## src/rtl/dmem_pkg.sv

```systemverilog
// Shared types and helpers for the data-memory arbiter.
package dmem_pkg;

  localparam int NUM_BANKS = 4;

  // Access size as encoded on the CPU port; 2'b11 has no enumerator and is illegal.
  typedef enum logic [1:0] {
    BYTE = 2'b00,
    HALF = 2'b01,
    WORD = 2'b10
  } mem_size_t;

  typedef enum logic {
    OWN_CPU = 1'b0,
    OWN_CP  = 1'b1
  } req_owner_t;

  // Response tracking for the single-stage read return path.
  typedef struct packed {
    logic       valid;
    req_owner_t owner;
  } rsp_t;

  // True when the byte offset is legal for the given access size.
  function automatic logic is_aligned(input logic [1:0] size, input logic [1:0] off);
    case (size)
      BYTE:    return 1'b1;
      HALF:    return ~off[0];
      WORD:    return (off == 2'b00);
      default: return 1'b0;
    endcase
  endfunction

endpackage

```

## src/rtl/dmem_arbiter_if.sv

```systemverilog
// Requester and bank signals of the data-memory arbiter.
// slave = arbiter view, master = requester/bank view.
interface dmem_arbiter_if #(
  parameter int ADDRW = 13
);

  // CPU load/store unit
  logic        cpu_req;
  logic        cpu_we;
  logic [31:0] cpu_addr;
  logic [1:0]  cpu_size;
  logic        cpu_unsigned;
  logic [31:0] cpu_wdata;
  logic        cpu_gnt;
  logic        cpu_misalign;
  logic        cpu_rvalid;
  logic [31:0] cpu_rdata;

  // Coprocessor DMA port
  logic        cp_req;
  logic        cp_we;
  logic [31:0] cp_addr;
  logic [31:0] cp_wdata;
  logic        cp_gnt;
  logic        cp_rvalid;
  logic [31:0] cp_rdata;

  // Byte-lane banks
  logic [ADDRW-1:0] bank_addr;
  logic [3:0]       bank_rden;
  logic [3:0]       bank_wen;
  logic [31:0]      bank_wdata;
  logic [31:0]      bank_rdata;

  modport slave (
    input  cpu_req, cpu_we, cpu_addr, cpu_size, cpu_unsigned, cpu_wdata,
    output cpu_gnt, cpu_misalign, cpu_rvalid, cpu_rdata,
    input  cp_req, cp_we, cp_addr, cp_wdata,
    output cp_gnt, cp_rvalid, cp_rdata,
    output bank_addr, bank_rden, bank_wen, bank_wdata,
    input  bank_rdata
  );

  modport master (
    output cpu_req, cpu_we, cpu_addr, cpu_size, cpu_unsigned, cpu_wdata,
    input  cpu_gnt, cpu_misalign, cpu_rvalid, cpu_rdata,
    output cp_req, cp_we, cp_addr, cp_wdata,
    input  cp_gnt, cp_rvalid, cp_rdata,
    input  bank_addr, bank_rden, bank_wen, bank_wdata,
    output bank_rdata
  );

endinterface

```

## src/rtl/dmem_lane_fmt.sv

```systemverilog
// Byte-lane helper: lane mask and store replication on the way in,
// lane extraction and sign/zero extension on the way out.
module dmem_lane_fmt
  import dmem_pkg::*;
(
  input  logic [1:0]  i_size,
  input  logic [1:0]  i_off,
  input  logic        i_unsigned,
  input  logic [31:0] i_wdata,
  input  logic [31:0] i_rdata,
  output logic        o_legal,
  output logic [3:0]  o_mask,
  output logic [31:0] o_wdata,
  output logic [31:0] o_rdata
);

  logic [31:0] w_shifted;

  // Lane mask and replicated store data; an illegal access enables no lane.
  always_comb begin
    // NOTE: every output gets a default first so no path through the case infers a latch.
    o_legal = is_aligned(i_size, i_off);
    o_mask  = 4'b0000;
    o_wdata = '0;
    if (o_legal) begin
      case (i_size)
        BYTE: begin
          o_mask  = 4'b0001 << i_off;
          o_wdata = {4{i_wdata[7:0]}};
        end
        HALF: begin
          o_mask  = 4'b0011 << i_off;
          o_wdata = {2{i_wdata[15:0]}};
        end
        default: begin
          o_mask  = 4'b1111;
          o_wdata = i_wdata;
        end
      endcase
    end
  end

  // Bring the addressed lane(s) down to bit 0 and extend to 32 bits.
  always_comb begin
    w_shifted = i_rdata >> {i_off, 3'b000};
    case (i_size)
      BYTE:    o_rdata = {{24{~i_unsigned & w_shifted[7]}}, w_shifted[7:0]};
      HALF:    o_rdata = {{16{~i_unsigned & w_shifted[15]}}, w_shifted[15:0]};
      default: o_rdata = i_rdata;
    endcase
  end

endmodule

```

## src/rtl/dmem_arbiter.sv

```systemverilog
// Arbiter and controller sharing four byte-lane data-memory banks between
// the CPU load/store unit and the coprocessor DMA port. Bank controls are
// combinational from the winning request; load data returns one cycle later.
module dmem_arbiter
  import dmem_pkg::*;
#(
  parameter int ADDRW        = 13,
  parameter int STARVE_LIMIT = 4
) (
  input logic            clk,
  input logic            rst_n,
  dmem_arbiter_if.slave  bus
);

  localparam int                CNTW  = $clog2(STARVE_LIMIT + 1);
  localparam logic [CNTW-1:0]   LIMIT = CNTW'(STARVE_LIMIT);

  logic [CNTW-1:0]  r_starve;
  rsp_t             r_rsp;
  logic [31:0]      r_cpu_rdata;
  logic [31:0]      r_cp_rdata;

  logic             w_cp_pri;
  logic             w_cpu_gnt;
  logic             w_cp_gnt;
  logic             w_grant;
  logic             w_we;
  logic [1:0]       w_size;
  logic [1:0]       w_off;
  logic             w_unsigned;
  logic [ADDRW-1:0] w_word_addr;
  logic [31:0]      w_wdata_in;
  logic             w_legal;
  logic [3:0]       w_mask;
  logic [31:0]      w_wdata;
  logic [31:0]      w_fmt;
  logic             w_load_go;

  // Pick the winner: a starved coprocessor first, then the CPU, then the coprocessor.
  always_comb begin
    w_cp_pri  = (r_starve == LIMIT) && bus.cp_req;
    w_cpu_gnt = bus.cpu_req && !w_cp_pri;
    w_cp_gnt  = bus.cp_req && !w_cpu_gnt;
    w_grant   = w_cpu_gnt || w_cp_gnt;
  end

  // Steer the winning request's fields; the coprocessor always moves whole words.
  always_comb begin
    if (w_cp_gnt) begin
      w_we        = bus.cp_we;
      w_size      = WORD;
      w_off       = 2'b00;
      w_unsigned  = 1'b0;
      w_word_addr = bus.cp_addr[ADDRW+1:2];
      w_wdata_in  = bus.cp_wdata;
    end else begin
      w_we        = bus.cpu_we;
      w_size      = bus.cpu_size;
      w_off       = bus.cpu_addr[1:0];
      w_unsigned  = bus.cpu_unsigned;
      w_word_addr = bus.cpu_addr[ADDRW+1:2];
      w_wdata_in  = bus.cpu_wdata;
    end
  end

  // Lane mapping for the store/read enables and formatting of the returning word.
  dmem_lane_fmt u_lane_fmt (
    .i_size     (w_size),
    .i_off      (w_off),
    .i_unsigned (w_unsigned),
    .i_wdata    (w_wdata_in),
    .i_rdata    (bus.bank_rdata),
    .o_legal    (w_legal),
    .o_mask     (w_mask),
    .o_wdata    (w_wdata),
    .o_rdata    (w_fmt)
  );

  // Drive the banks only for a granted access; everything idles at 0 otherwise.
  always_comb begin
    bus.bank_addr  = '0;
    bus.bank_rden  = 4'b0000;
    bus.bank_wen   = 4'b0000;
    bus.bank_wdata = '0;
    if (w_grant) begin
      bus.bank_addr = w_word_addr;
      if (w_we) begin
        bus.bank_wen   = w_mask;
        bus.bank_wdata = w_wdata;
      end else begin
        bus.bank_rden = w_mask;
      end
    end
  end

  // Handshake outputs and return path.
  always_comb begin
    bus.cpu_gnt      = w_cpu_gnt;
    bus.cp_gnt       = w_cp_gnt;
    bus.cpu_misalign = w_cpu_gnt && !w_legal;
    w_load_go        = w_grant && !w_we && w_legal;
    bus.cpu_rvalid   = r_rsp.valid && (r_rsp.owner == OWN_CPU);
    bus.cp_rvalid    = r_rsp.valid && (r_rsp.owner == OWN_CP);
    bus.cpu_rdata    = r_cpu_rdata;
    bus.cp_rdata     = r_cp_rdata;
  end

  // Count consecutive refused coprocessor cycles, saturating at the limit.
  always_ff @(posedge clk or negedge rst_n) begin
    // NOTE: sequential state uses non-blocking assignments so every flop samples pre-edge values.
    if (!rst_n) begin
      r_starve <= '0;
    end else if (!bus.cp_req || w_cp_gnt) begin
      r_starve <= '0;
    end else if (r_starve != LIMIT) begin
      r_starve <= r_starve + 1'b1;
    end
  end

  // Capture formatted load data at the end of the grant cycle; rvalid lasts one cycle.
  always_ff @(posedge clk or negedge rst_n) begin
    if (!rst_n) begin
      r_rsp       <= '0;
      r_cpu_rdata <= '0;
      r_cp_rdata  <= '0;
    end else begin
      r_rsp.valid <= w_load_go;
      r_rsp.owner <= w_cp_gnt ? OWN_CP : OWN_CPU;
      if (w_load_go && !w_cp_gnt) r_cpu_rdata <= w_fmt;
      if (w_load_go && w_cp_gnt)  r_cp_rdata  <= w_fmt;
    end
  end

endmodule
```

## src/flat_wrapper.sv

```systemverilog
// flat-port wrapper written by rule: the top's interface ports become plain ports
module dmem_arbiter_flat import dmem_pkg::*;
#(
  parameter int ADDRW        = 13,
  parameter int STARVE_LIMIT = 4
)
  (clk, rst_n, bus_cpu_req, bus_cpu_we, bus_cpu_addr, bus_cpu_size, bus_cpu_unsigned, bus_cpu_wdata, bus_cpu_gnt, bus_cpu_misalign, bus_cpu_rvalid, bus_cpu_rdata, bus_cp_req, bus_cp_we, bus_cp_addr, bus_cp_wdata, bus_cp_gnt, bus_cp_rvalid, bus_cp_rdata, bus_bank_addr, bus_bank_rden, bus_bank_wen, bus_bank_wdata, bus_bank_rdata);
  dmem_arbiter_if #(.ADDRW(ADDRW)) bus_i ();
  input logic clk;
  input logic rst_n;
  input wire logic [$bits(bus_i.cpu_req)-1:0] bus_cpu_req;
  input wire logic [$bits(bus_i.cpu_we)-1:0] bus_cpu_we;
  input wire logic [$bits(bus_i.cpu_addr)-1:0] bus_cpu_addr;
  input wire logic [$bits(bus_i.cpu_size)-1:0] bus_cpu_size;
  input wire logic [$bits(bus_i.cpu_unsigned)-1:0] bus_cpu_unsigned;
  input wire logic [$bits(bus_i.cpu_wdata)-1:0] bus_cpu_wdata;
  output wire logic [$bits(bus_i.cpu_gnt)-1:0] bus_cpu_gnt;
  output wire logic [$bits(bus_i.cpu_misalign)-1:0] bus_cpu_misalign;
  output wire logic [$bits(bus_i.cpu_rvalid)-1:0] bus_cpu_rvalid;
  output wire logic [$bits(bus_i.cpu_rdata)-1:0] bus_cpu_rdata;
  input wire logic [$bits(bus_i.cp_req)-1:0] bus_cp_req;
  input wire logic [$bits(bus_i.cp_we)-1:0] bus_cp_we;
  input wire logic [$bits(bus_i.cp_addr)-1:0] bus_cp_addr;
  input wire logic [$bits(bus_i.cp_wdata)-1:0] bus_cp_wdata;
  output wire logic [$bits(bus_i.cp_gnt)-1:0] bus_cp_gnt;
  output wire logic [$bits(bus_i.cp_rvalid)-1:0] bus_cp_rvalid;
  output wire logic [$bits(bus_i.cp_rdata)-1:0] bus_cp_rdata;
  output wire logic [$bits(bus_i.bank_addr)-1:0] bus_bank_addr;
  output wire logic [$bits(bus_i.bank_rden)-1:0] bus_bank_rden;
  output wire logic [$bits(bus_i.bank_wen)-1:0] bus_bank_wen;
  output wire logic [$bits(bus_i.bank_wdata)-1:0] bus_bank_wdata;
  input wire logic [$bits(bus_i.bank_rdata)-1:0] bus_bank_rdata;
  assign bus_i.cpu_req = bus_cpu_req;
  assign bus_i.cpu_we = bus_cpu_we;
  assign bus_i.cpu_addr = bus_cpu_addr;
  assign bus_i.cpu_size = bus_cpu_size;
  assign bus_i.cpu_unsigned = bus_cpu_unsigned;
  assign bus_i.cpu_wdata = bus_cpu_wdata;
  assign bus_cpu_gnt = bus_i.cpu_gnt;
  assign bus_cpu_misalign = bus_i.cpu_misalign;
  assign bus_cpu_rvalid = bus_i.cpu_rvalid;
  assign bus_cpu_rdata = bus_i.cpu_rdata;
  assign bus_i.cp_req = bus_cp_req;
  assign bus_i.cp_we = bus_cp_we;
  assign bus_i.cp_addr = bus_cp_addr;
  assign bus_i.cp_wdata = bus_cp_wdata;
  assign bus_cp_gnt = bus_i.cp_gnt;
  assign bus_cp_rvalid = bus_i.cp_rvalid;
  assign bus_cp_rdata = bus_i.cp_rdata;
  assign bus_bank_addr = bus_i.bank_addr;
  assign bus_bank_rden = bus_i.bank_rden;
  assign bus_bank_wen = bus_i.bank_wen;
  assign bus_bank_wdata = bus_i.bank_wdata;
  assign bus_i.bank_rdata = bus_bank_rdata;
  dmem_arbiter #(.ADDRW(ADDRW), .STARVE_LIMIT(STARVE_LIMIT)) u_core (.clk(clk), .rst_n(rst_n), .bus(bus_i));
endmodule
```

## config.mk

```make
export PLATFORM = sky130hd
export DESIGN_NAME = dmem_arbiter_flat
export DESIGN_NICKNAME = d
export VERILOG_FILES = /design/src/rtl/dmem_pkg.sv /design/src/rtl/dmem_arbiter_if.sv /design/src/rtl/dmem_lane_fmt.sv /design/src/rtl/dmem_arbiter.sv /design/src/flat_wrapper.sv
export SDC_FILE = /design/constraint.sdc
export NUM_CORES = 1
export LEC_CHECK = 0
export CORE_ASPECT_RATIO = 0.5
export CORE_MARGIN = 2
export CORE_UTILIZATION = 36
export CTS_BUF_LIST = sky130_fd_sc_hd__clkbuf_4 sky130_fd_sc_hd__clkbuf_8
export DETAILED_ROUTE_END_ITERATION = 6
export PLACE_DENSITY_LB_ADDON = 0.15
export SETUP_SLACK_MARGIN = 0.5
export SYNTH_ARGS = -nofsm -noshare
export SYNTH_HDL_FRONTEND = slang
export SYNTH_HIERARCHICAL = 1
export SYNTH_SLANG_ARGS = --single-unit
```

## constraint.sdc

```tcl
create_clock -name clk -period 2.8 [get_ports clk]
set_input_delay 0.42 -clock clk [delete_from_list [all_inputs] [get_ports clk]]
set_output_delay 0.42 -clock clk [all_outputs]
set_load 0.1 [all_outputs]
```

==> summary.txt <==
STA
  • Hold slack: approximately 110 ps
  • Post-route minimum period: 3067 ps
  • Period utilization: 109.5%
  • Max Clock Skew: ~6 ps
  • Fmax: 326.1 MHz
  • Hold Fails Final Rpt: 0
  • Final Setup Violations: roughly 110
  • Slew headroom: 53.64%
  • Final worst slack: -266.9 ps
  • RSZ-0062 raised after global routing: yes
  • Max-slew violation count: 0
  • Worst-margin pin slew: between 600 and 700 ps

Critical path
  • CP endpoint: bus_bank_wdata[10]
  • Worst path required time: 2380 ps
  • CP startpoint kind: input port
  • Worst Reg-to-Reg Cells: 17
  • Worst Path Arrival: 2650 ps
  • RR Endpoint: u_core/bus.cp_rdata[4]$_DFFE_PN0P_
  • CP Launch Point: bus_cpu_req
  • Critical path class: input port to output pin
  • Critical path capture point type: output pin
  • Reg2Reg Setup Slack: -130 ps
  • Worst Path Max Fanout: 15
  • Worst r2r src: u_core/r_starve[0]$_DFFE_PN0P_

Yosys
  • Netlist cell types: 39
  • Ys Warns: 6
  • Post-synth top cells: mux2_2 (109), dfrtp_1 (69), and2_1 (46)
  • Yosys top cell area share: around 34%
  • Syn Nets: 664
  • Mapped Area: 0.005007 mm^2
  • Syn avg cell area: 10.16 um^2
  • Seq/Total Area, Yosys: 34.48%
  • Dominant cell type by area after synthesis: dfrtp_1
  • Number of synthesized register bits: 69
  • EDFF count, synth: 0
  • Count leader, synth: mux2_2
  • Synth Flop Type: dfrtp_1
  • Asr flop ratio synth: 100.0%
  • Top post-synthesis cells by area: dfrtp_1 (34%), mux2_2 (25%), and2_1 (5.7%)
  • Cells after Synth: 493

Pwr
  • Total Power: 7.068 mW
  • Power per cell area: 679.8 mW/mm^2
  • Leakage power: 4.660 nW
  • Sw Share: 53.70%
  • Sequential power share: 20.7%
  • Maximum vdd drop: 534.0 uV
  • Clock Power Share: around an eighth
  • Switching pwr: 3.796 mW
  • Comb pwr share: 67.7%
  • P_int: 3.272 mW

Die
  • # rows: 30
  • Num ports: 291
  • Die Area: 0.01493 mm^2
  • Die width: 170.8 um
  • Starting Density: a little under two fifths
  • Core ar.: 0.01355 mm^2
  • Die Ht: around 87 um

Clocking
  • CTS buffer count: 9
  • # hold bufs at CTS: 0
  • Clock root cell: clkbuf_8
  • Htree depth: 3
  • CTS clk-pin slew, worst paths: 70 ps
  • Worst-skew pair later-pin latency: 350 ps
  • Clock Path Buffers: 2
  • CTS tree: yes
  • TritonCTS sink count: between 60 and 70

Route
  • Remaining DRCs: 0
  • Drt pass-1 iters: 5
  • Routed wl met2: between 9000 and 10000 um
  • Initial drt markers: 313
  • Wl on met1: 8424 um
  • Final WL: 20050 um
  • Routed WL per cell: 19.74 um
  • Top Layer Used: met4
  • Post-route ant nets: 0
  • Via count: 5165
  • DR WL met3: 1576 um
  • Vias/cell: 5.084

Global route
  • GRT Util Overall: 24.63%
  • Initial antenna violation count: 0
  • Vias in the first global route: 5250
  • Overflow after GRT: 0
  • Pin count of the biggest net entering global routing: roughly 40
  • First-pass GRT wire length: 28390 um

Final layout
  • NumNets Final: just under 1000
  • Share of cells above drive strength 1: 58.50%
  • Final Core Density: 76.73%
  • Finished Layout Cells: a little over 1000
  • Area delta synth->final: 107.6%
  • N_diodes: 0
  • Layout fillers: 870

Status
  • Failing checks: setup timing
  • Outcome: finished with violations

Place
  • DP HPWL: about 13000 um
  • Cells after DPL: 953
  • Port Buf Inserts: 254
  • Routability Congestion: about 0.82

Flow run
  • Maxcap violations: 0

Hold path
  • Worst hold path class: input port to async pin
how the worst min path moves through the flow:
stage	slack [ps]	endpoint	cells past startpoint
after global placement	460	u_core/r_starve[0]$_DFFE_PN0P_	1
after global routing	170	u_core/r_starve[2]$_DFFE_PN0P_	1
after CTS	120	u_core/bus.cpu_rdata[7]$_DFFE_PN0P_	1
final	110	u_core/r_starve[1]$_DFFE_PN0P_	1
after floorplan	120	u_core/bus.cp_rdata[0]$_DFFE_PN0P_	0
after detailed placement	480	u_core/r_starve[0]$_DFFE_PN0P_	1
cell type report:
cell class                      instances  area [um^2]  area share (%)
Multi-Input combinational cell        372         3908           37.58
Timing Repair Buffer                  355         4273           41.09
Sequential cell                        69         1727           16.61
Tap cell                              192        240.2           2.310
Clock inverter                          5        60.06          0.5776
Inverter                               12        51.30          0.4934
Clock buffer                           11        138.9           1.336
state kept, by name (all words and copies together), names as in the netlist:
signal	flops
u_core/r_rsp	2
u_core/r_starve	3
u_core/bus.cpu_rdata	32
u_core/bus.cp_rdata	32
stage by stage:
stage / setup WS, ps / area (um^2) / TNS, ps
2_1_floorplan: 21.67 / 5364 / 0
3_3_place_gp: -169.6 / 8793 / -6059
3_5_place_dp: -188.8 / 8793 / -8029
4_1_cts: -195.0 / 9600 / -4877
5_1_grt: -358.3 / 10400 / -23840
6_report: -266.9 / 10400 / -14130
metal layers:
layer	global-route usage, %	up-vias
met2	42.69	180
met1	30.62	2565
li1	-	2408
met3	7.315	12
met5	0	-
met4	5.284	0
cell usage in the layout (no fill, tap or decap), types with 7 or more instances in the layout:
| cell | count |
|---|---|
| nor2b_4 | 7 |
| nand2_1 | 33 |
| nor2_4 | 8 |
| buf_6 | 21 |
| mux2_4 | 80 |
| dfrtp_1 | 69 |
| buf_4 | 110 |
| mux2i_1 | 21 |
| o31ai_1 | 10 |
| clkdlybuf4s50_1 | 131 |
| clkbuf_8 | 9 |
| and2_4 | 43 |
| buf_16 | 7 |
| nor2_1 | 10 |
| o21ai_0 | 13 |
| nand2b_1 | 11 |
| inv_1 | 8 |
| mux2_2 | 32 |
| buf_12 | 79 |
| a22o_4 | 12 |
power by group through the flow:
stage | sequential [mW] | combinational, mW | clock [mW]
floorplan | 3.50 | 1.12 | 0
finish | 1.46 | 4.78 | 0.824
global placement | 1.46 | 4.32 | 0
global route | 1.50 | 4.91 | 0.884
detailed placement | 1.47 | 4.35 | 0
CTS | 1.45 | 4.46 | 0.843
kinds of logic (layout without fill, tap and decap cells):
family | Yosys count | after routing | synth area share (%)
XOR/XNOR | 2 | 2 | 0.3499
adder cells (fa/ha/maj) | 2 | 2 | 0.4997
AO/OA/AOI/OAI | 79 | 79 | 11.29
buffers and inverters | 53 | 383 | 5.947
AND/OR/NAND/NOR | 149 | 150 | 16.59
flip-flops | 69 | 69 | 34.48
multiplexers | 139 | 139 | 30.83
timing repair:
action / CTS / global route
buffers inserted: 22 / 13
cloned: 8 / 4
resized for setup: 47 / 141
pin swaps: 3 / 29
endpoints found under the setup margin: 120 / 121
critical path: stages:
cell	delay, ps
clkdlybuf4s50_1	480
a21boi_4	180
nand2b_4	230
buf_6	120
buf_6	80
buf_6	90
nand2b_4	90
buf_8	180
o21ai_0	350
a21oi_4	100
and2_4	160
buf_12	160
Power figures use the tool's default switching activity.
